<file path="config.mk">
export PLATFORM = sky130hd
export DESIGN_NAME = fetch_stage
export DESIGN_NICKNAME = d
export VERILOG_FILES = /design/src/rtl/riscv_pkg.sv /design/src/rtl/fetch_queue.sv /design/src/rtl/fetch_stage.sv
export SDC_FILE = /design/constraint.sdc
export NUM_CORES = 1
export LEC_CHECK = 0
export BUFFER_PORTS_ARGS = -buffer_cell sky130_fd_sc_hd__buf_4
export CORE_MARGIN = 4
export CORE_UTILIZATION = 58
export DETAILED_ROUTE_END_ITERATION = 8
export GPL_TIMING_DRIVEN = 1
export PLACE_DENSITY = 0.8
export SETUP_SLACK_MARGIN = 0.4
export SLEW_MARGIN = 20
export SYNTH_ARGS = -nofsm -noshare
export SYNTH_HDL_FRONTEND = slang
export SYNTH_HIERARCHICAL = 1
export SYNTH_SLANG_ARGS = --single-unit
</file>
<file path="constraint.sdc">
create_clock -name clk -period 8.8 [get_ports clk]
set_clock_uncertainty 0.1 [all_clocks]
set_input_delay 0.44 -clock clk [delete_from_list [all_inputs] [get_ports clk]]
set_output_delay 0.44 -clock clk [all_outputs]
set_load 0.005 [all_outputs]
</file>
<file path="src/rtl/riscv_pkg.sv">
// Shared RV32I constants used by the pipeline front end and decoder:
// widths, reset vector, NOP encoding, major opcodes and fetch FSM states.
package riscv_pkg;

   localparam int          XLEN             = 32;
   localparam logic [31:0] RESET_PC_DEFAULT = 32'h0000_0000;
   localparam logic [31:0] NOP_INSTR        = 32'h0000_0013;

   localparam logic [6:0] OPC_LUI    = 7'b0110111;
   localparam logic [6:0] OPC_AUIPC  = 7'b0010111;
   localparam logic [6:0] OPC_JAL    = 7'b1101111;
   localparam logic [6:0] OPC_JALR   = 7'b1100111;
   localparam logic [6:0] OPC_BRANCH = 7'b1100011;
   localparam logic [6:0] OPC_LOAD   = 7'b0000011;
   localparam logic [6:0] OPC_STORE  = 7'b0100011;
   localparam logic [6:0] OPC_OP_IMM = 7'b0010011;
   localparam logic [6:0] OPC_OP     = 7'b0110011;
   localparam logic [6:0] OPC_SYSTEM = 7'b1110011;

   typedef enum logic {
      FETCH_RUN   = 1'b0,
      FETCH_DRAIN = 1'b1
   } fetch_state_e;

endpackage

</file>
<file path="src/rtl/fetch_queue.sv">
// Small synchronous FIFO with flush; head word is visible combinationally.
// DEPTH must be a power of two so the pointers wrap naturally.
module fetch_queue #(
   parameter int WIDTH = 64,
   parameter int DEPTH = 2
) (
   input  logic                     clk,
   input  logic                     rst_n,
   input  logic                     push_i,
   input  logic [WIDTH-1:0]         data_i,
   input  logic                     pop_i,
   input  logic                     flush_i,
   output logic [WIDTH-1:0]         head_o,
   output logic [$clog2(DEPTH):0]   count_o,
   output logic                     empty_o,
   output logic                     full_o
);

   localparam int AW = $clog2(DEPTH);
   localparam int CW = AW + 1;

   logic [WIDTH-1:0] mem_q [DEPTH];
   logic [AW-1:0]    rd_ptr_q, wr_ptr_q;
   logic [CW-1:0]    count_q;
   logic             do_push, do_pop;

   assign empty_o = (count_q == '0);
   assign full_o  = (count_q == CW'(DEPTH));
   assign do_pop  = pop_i && !empty_o;
   assign do_push = push_i && (!full_o || do_pop);

   // NOTE: the storage array has no reset; count_q alone decides which entries are live.
   always_ff @(posedge clk) begin
      if (do_push && !flush_i) mem_q[wr_ptr_q] <= data_i;
   end

   always_ff @(posedge clk or negedge rst_n) begin
      if (!rst_n) begin
         rd_ptr_q <= '0;
         wr_ptr_q <= '0;
         count_q  <= '0;
      end else if (flush_i) begin
         rd_ptr_q <= '0;
         wr_ptr_q <= '0;
         count_q  <= '0;
      end else begin
         if (do_pop)  rd_ptr_q <= rd_ptr_q + AW'(1);
         if (do_push) wr_ptr_q <= wr_ptr_q + AW'(1);
         count_q <= count_q + CW'(do_push) - CW'(do_pop);
      end
   end

   assign head_o  = mem_q[rd_ptr_q];
   assign count_o = count_q;

endmodule

</file>
<file path="src/rtl/fetch_stage.sv">
// RV32I instruction fetch: owns the PC, keeps up to QDEPTH imem requests in
// flight, buffers returned words and feeds the IF/ID register for decode.
module fetch_stage #(
   parameter int               XLEN     = riscv_pkg::XLEN,
   parameter logic [XLEN-1:0]  RESET_PC = riscv_pkg::RESET_PC_DEFAULT,
   parameter int               QDEPTH   = 2
) (
   input  logic             clk,
   input  logic             rst_n,
   output logic             imem_req_valid,
   input  logic             imem_req_ready,
   output logic [XLEN-1:0]  imem_addr,
   input  logic             imem_rsp_valid,
   input  logic [31:0]      imem_rsp_data,
   input  logic             redirect_e,
   input  logic [XLEN-1:0]  redirect_pc_e,
   input  logic             stall_d,
   output logic [31:0]      instr_d,
   output logic [XLEN-1:0]  pc_d,
   output logic [XLEN-1:0]  pcplus4_d,
   output logic             valid_d
);

   import riscv_pkg::*;

   localparam int CW = $clog2(QDEPTH) + 1;
   localparam int QW = 32 + XLEN;

   fetch_state_e    state_q;
   logic [XLEN-1:0] pc_f_q, pc_f_d;
   logic [CW-1:0]   outstanding_q, outstanding_d;
   logic [CW-1:0]   drop_q, drop_d;

   logic [31:0]     instr_d_q;
   logic [XLEN-1:0] pc_d_q, pcplus4_d_q;
   logic            valid_d_q;

   logic [XLEN-1:0] redirect_pc_al;
   logic            req_fire, rsp_keep, bypass, q_push, q_pop;
   logic [QW-1:0]   q_head;
   logic [31:0]     q_instr;
   logic [XLEN-1:0] q_pc;
   logic [CW-1:0]   q_count;
   logic            q_empty, q_full;
   logic [XLEN-1:0] tag_head;
   logic [CW-1:0]   tag_count;
   logic            tag_empty, tag_full;

   assign redirect_pc_al = redirect_pc_e & ~XLEN'(3);

   // In-flight requests plus buffered words never exceed QDEPTH, so the queue cannot overflow.
   assign imem_req_valid = rst_n && (state_q == FETCH_RUN) && !redirect_e &&
                           (({1'b0, outstanding_q} + {1'b0, q_count}) < (CW+1)'(QDEPTH));
   assign imem_addr      = pc_f_q;
   assign req_fire       = imem_req_valid && imem_req_ready;

   // Words still owed to an abandoned path are swallowed while drop_q is non-zero.
   assign rsp_keep = imem_rsp_valid && (drop_q == '0) && !redirect_e;
   assign bypass   = rsp_keep && q_empty && !stall_d;
   assign q_push   = rsp_keep && !bypass;
   assign q_pop    = !redirect_e && !stall_d && !q_empty;

   assign q_instr = q_head[QW-1:XLEN];
   assign q_pc    = q_head[XLEN-1:0];

   fetch_queue #(.WIDTH(QW), .DEPTH(QDEPTH)) u_instr_q (
      .clk     (clk),
      .rst_n   (rst_n),
      .push_i  (q_push),
      .data_i  ({imem_rsp_data, tag_head}),
      .pop_i   (q_pop),
      .flush_i (redirect_e),
      .head_o  (q_head),
      .count_o (q_count),
      .empty_o (q_empty),
      .full_o  (q_full)
   );

   // Tag FIFO carries the PC of each live request; flushed with the path on redirect.
   fetch_queue #(.WIDTH(XLEN), .DEPTH(QDEPTH)) u_tag_q (
      .clk     (clk),
      .rst_n   (rst_n),
      .push_i  (req_fire),
      .data_i  (pc_f_q),
      .pop_i   (rsp_keep),
      .flush_i (redirect_e),
      .head_o  (tag_head),
      .count_o (tag_count),
      .empty_o (tag_empty),
      .full_o  (tag_full)
   );

   always_comb begin
      // NOTE: every variable gets a default at the top so this block cannot infer a latch.
      pc_f_d        = pc_f_q;
      drop_d        = drop_q;
      outstanding_d = outstanding_q + CW'(req_fire) - CW'(imem_rsp_valid);
      if (redirect_e) begin
         pc_f_d = redirect_pc_al;
         drop_d = outstanding_d;
      end else begin
         if (req_fire) pc_f_d = pc_f_q + XLEN'(4);
         if (imem_rsp_valid && (drop_q != '0)) drop_d = drop_q - CW'(1);
      end
   end

   always_ff @(posedge clk or negedge rst_n) begin
      // NOTE: sequential state uses non-blocking assignments so every flop samples pre-edge values.
      if (!rst_n) begin
         state_q       <= FETCH_RUN;
         pc_f_q        <= RESET_PC;
         outstanding_q <= '0;
         drop_q        <= '0;
      end else begin
         pc_f_q        <= pc_f_d;
         outstanding_q <= outstanding_d;
         drop_q        <= drop_d;
         case (state_q)
            FETCH_RUN:   if (redirect_e && (drop_d != '0)) state_q <= FETCH_DRAIN;
            FETCH_DRAIN: if (drop_d == '0) state_q <= FETCH_RUN;
            default:     state_q <= FETCH_RUN;
         endcase
      end
   end

   always_ff @(posedge clk or negedge rst_n) begin
      if (!rst_n) begin
         instr_d_q   <= NOP_INSTR;
         pc_d_q      <= '0;
         pcplus4_d_q <= '0;
         valid_d_q   <= 1'b0;
      end else if (redirect_e) begin
         instr_d_q <= NOP_INSTR;
         valid_d_q <= 1'b0;
      end else if (!stall_d) begin
         if (!q_empty) begin
            instr_d_q   <= q_instr;
            pc_d_q      <= q_pc;
            pcplus4_d_q <= q_pc + XLEN'(4);
            valid_d_q   <= 1'b1;
         end else if (bypass) begin
            instr_d_q   <= imem_rsp_data;
            pc_d_q      <= tag_head;
            pcplus4_d_q <= tag_head + XLEN'(4);
            valid_d_q   <= 1'b1;
         end else begin
            instr_d_q <= NOP_INSTR;
            valid_d_q <= 1'b0;
         end
      end
   end

   assign instr_d   = instr_d_q;
   assign pc_d      = pc_d_q;
   assign pcplus4_d = pcplus4_d_q;
   assign valid_d   = valid_d_q;

   a_no_overflow: assert property (@(posedge clk) disable iff (!rst_n)
      !(q_push && q_full && !q_pop));
   a_rsp_has_tag: assert property (@(posedge clk) disable iff (!rst_n)
      !(rsp_keep && tag_empty));
   a_tag_room: assert property (@(posedge clk) disable iff (!rst_n)
      !(req_fire && tag_full));
   a_rsp_expected: assert property (@(posedge clk) disable iff (!rst_n)
      !(imem_rsp_valid && (outstanding_q == '0)));
   a_tags_track: assert property (@(posedge clk) disable iff (!rst_n)
      (drop_q == '0) |-> (tag_count == outstanding_q));

endmodule

</file>
==> tab_implementation.tex <==
\begin{tabular}{lr}
\hline
Metric & Value \\
\hline
\multicolumn{2}{l}{\textbf{Timing}} \\
\quad Final critical-path required period & 4770 ps \\
\quad Sum of negative setup slack & 0 ps \\
\quad Final setup viols & 0 \\
\quad Final worst-path cycle share & 54.2\% \\
\quad Actual transition at the worst max-transition pin & 901 ps \\
\quad Final Hold Fails & 0 \\
\quad Max-slew headroom & 40.0\% \\
\quad Final worst-path setup slack & 4030 ps \\
\quad Setup repair after global routing missed its margin & false \\
\quad Timing-limited maximum frequency & 210 MHz \\
\quad Max-slew violation total from the final report & 0 \\
\multicolumn{2}{l}{\textbf{Route}} \\
\quad WL/cell & 19.3 um \\
\quad Remaining routing DRC violations & 0 \\
\quad Vias post-DR & 9800 \\
\quad Starting DRC count in detailed routing & 943 \\
\quad Aggregate routed wire length & 31700 um \\
\quad DR pass1 iterations & 5 \\
\quad Antenna-violating nets left & 0 \\
\quad Vias per cell & 5.96 \\
\multicolumn{2}{l}{\textbf{Clock tree}} \\
\quad Clock tree from TritonCTS & done \\
\quad Clock-pin transition on the worst setup and hold timing paths & 60 ps \\
\quad H-tree lvl count & 2 \\
\quad Maximum count of clock buffers along a single path & 3 \\
\quad Number of post-CTS setup repair buffers & 0 \\
\quad Clock tree sinks & 330 \\
\quad CTS root buffer & sky130\_fd\_sc\_hd\_\_clkbuf\_16 \\
\quad TritonCTS buffer count & 34 \\
\quad Latest clock arrival within the worst-skew pair & 510 ps \\
\multicolumn{2}{l}{\textbf{Critical path}} \\
\quad Highest net fanout along the worst path & 81 \\
\quad Worst reg2reg path startpoint & u\_instr\_q/count\_o[1] \\
\quad Critical path type & reg2reg \\
\quad Startpoint class of the critical path & flip-flop \\
\quad R2R setup slack & 4030 ps \\
\quad Worst Setup End Kind & flip-flop \\
\quad CP startpoint & u\_instr\_q/count\_o[1] \\
\quad Data arrival, critical path & 4800 ps \\
\quad Critical Path Max Stage Delay & 710 ps \\
\quad Cell occurring most often along the worst timing path & sky130\_fd\_sc\_hd\_\_buf\_4 \\
\quad Data required time of the critical path & 8830 ps \\
\quad Chain of cells forming the critical path & nor2\_4, buf\_4, a211oi\_2, buf\_4, and2\_1, buf\_4, nor3\_1, o21ai\_2, nor3\_4, buf\_4 \\
\quad Cell type of the slowest stage on the worst timing path & sky130\_fd\_sc\_hd\_\_buf\_4 \\
\multicolumn{2}{l}{\textbf{Power and ir drop}} \\
\quad Power density over the cells & 236 nW/um2 \\
\quad Leakage & 7.30 nW \\
\quad Maximum vdd drop & 0.000148 V \\
\multicolumn{2}{l}{\textbf{Global routing}} \\
\quad Total global routing overflow & 0 \\
\quad Initial antenna violation count & 0 \\
\quad Wire length of the first global-routing pass & 51200 um \\
\quad Via count of the first global-routing pass & 9650 \\
\quad All-layer global routing usage & 22.5\% \\
\quad Maximum number of pins on one net before global-route repair & 82 \\
\multicolumn{2}{l}{\textbf{Floorplanning}} \\
\quad Total I/O pin count & 200 \\
\quad Floorplan Core Area & 24500 um2 \\
\quad Vertical extent of the die & 166 um \\
\quad Full die area & 27600 um2 \\
\quad Die Width & 166 um \\
\quad Effective utilization at floorplan & 59.3\% \\
\quad Cell row count & 57 \\
\multicolumn{2}{l}{\textbf{Finish}} \\
\quad Fin nets & 1373 \\
\quad Number of non-filler instances in the completed layout & 1644 \\
\quad Most common cell after layout, fill and taps aside & sky130\_fd\_sc\_hd\_\_buf\_4 \\
\quad Most frequent cells in the layout & 210 x sky130\_fd\_sc\_hd\_\_buf\_4, 192 x sky130\_fd\_sc\_hd\_\_edfxtp\_1, 134 x sky130\_fd\_sc\_hd\_\_dfrtp\_1 \\
\quad Share of cells above drive strength 1 & 26.0\% \\
\quad Antenna Diode Count & 0 \\
\quad Area overhead of the layout relative to synthesis & 19.9\% \\
\multicolumn{2}{l}{\textbf{Logic synthesis}} \\
\quad Syn. warnings & 6 \\
\quad Syn\_area\_per\_cell & 13.2 um2 \\
\quad Gate count after technology mapping & 1101 \\
\quad Post-Synthesis Cell Area & 14500 um2 \\
\multicolumn{2}{l}{\textbf{Hold path}} \\
\quad Source of the worst hold timing path & imem\_rsp\_data[6] \\
\quad Worst hold-check path type & in2reg \\
\multicolumn{2}{l}{\textbf{Placement}} \\
\quad DP Cell Count & 1582 \\
\quad Placer's final routability congestion estimate & 0.870 \\
\quad Post-detail-place hpwl & 20700 um \\
\quad Count of input and output buffers & 195 \\
\quad Worst setup slack after placement & 3730 ps \\
\multicolumn{2}{l}{\textbf{Run}} \\
\quad Max-cap check violation count & 0 \\
\multicolumn{2}{l}{\textbf{Status}} \\
\quad Run status & finished clean \\
\hline
\end{tabular}
[path summary, 6_finish.rpt]
path,cells past startpoint,end
worst max-delay path,10,u_instr_q/mem_q[0][51]
worst min-delay path,1,u_instr_q/mem_q[1][38]
worst max register to register,10,u_instr_q/mem_q[0][51]
worst min register to register,2,pc_d[24]
max in group asynchronous,3,u_instr_q/rd_ptr_q
min in group asynchronous,2,pc_d[29]
[critical path, delay by kind of cell, from the launching register on]
kind / cells / cell delay (ps)
AND/OR/NAND/NOR: 4 / 1500
flip-flops: 1 / 500
buffers and inverters: 4 / 1880
AO/OA/AOI/OAI: 2 / 390
[repair_timing]
action,4_1_cts,5_1_grt
hold endpoints to repair,31,0
gates resized for setup,0,0
hold buffers,1,0
[final cells by class]
cell class,instances,area [um2]
fill,1609,7070
timing repair buffer,212,1600
inverter,42,158
tap,324,405
sequential,330,9220
clock buffer,52,1040
clock inverter,9,120
multi-input combinational,675,4850
[per-layer routing]
layer  vias to the layer above  wire (um)  GRT usage, %
met1                      4825      14100          33.3
met5                         -          0             0
met3                        48       2310          4.40
li1                       4532          -             -
met2                       395      14600          34.2
met4                         0        658          6.71
[registers in the layout, indices dropped and copies added (netlist names), 2 cells and up]
signal / count
drop_q: 2
imem_addr: 30
instr_d: 32
outstanding_q: 2
pc_d: 32
pcplus4_d: 30
u_instr_q/count_o: 2
u_instr_q/mem_q: 128
u_tag_q/count_o: 2
u_tag_q/mem_q: 64
[where the power goes]
part	internal, mW	total [mW]	leakage [nW]	switching, mW
logic	0.354	0.652	3.25	0.299
clock network	0.900	1.45	0.566	0.554
registers	1.85	1.99	3.48	0.142
[stage by stage]
step                hold WS (ps)  util, %  area (um2)  power, mW
floorplan                   44.4        -       14500       2.28
global placement             256     66.3       16200       2.64
detailed placement           254     66.3       16200       2.67
CTS                         17.4     71.0       17400       4.13
global route                15.4     71.1       17400       4.29
finish                      37.4     71.1       17400       4.10
Power figures use the tool's default switching activity.
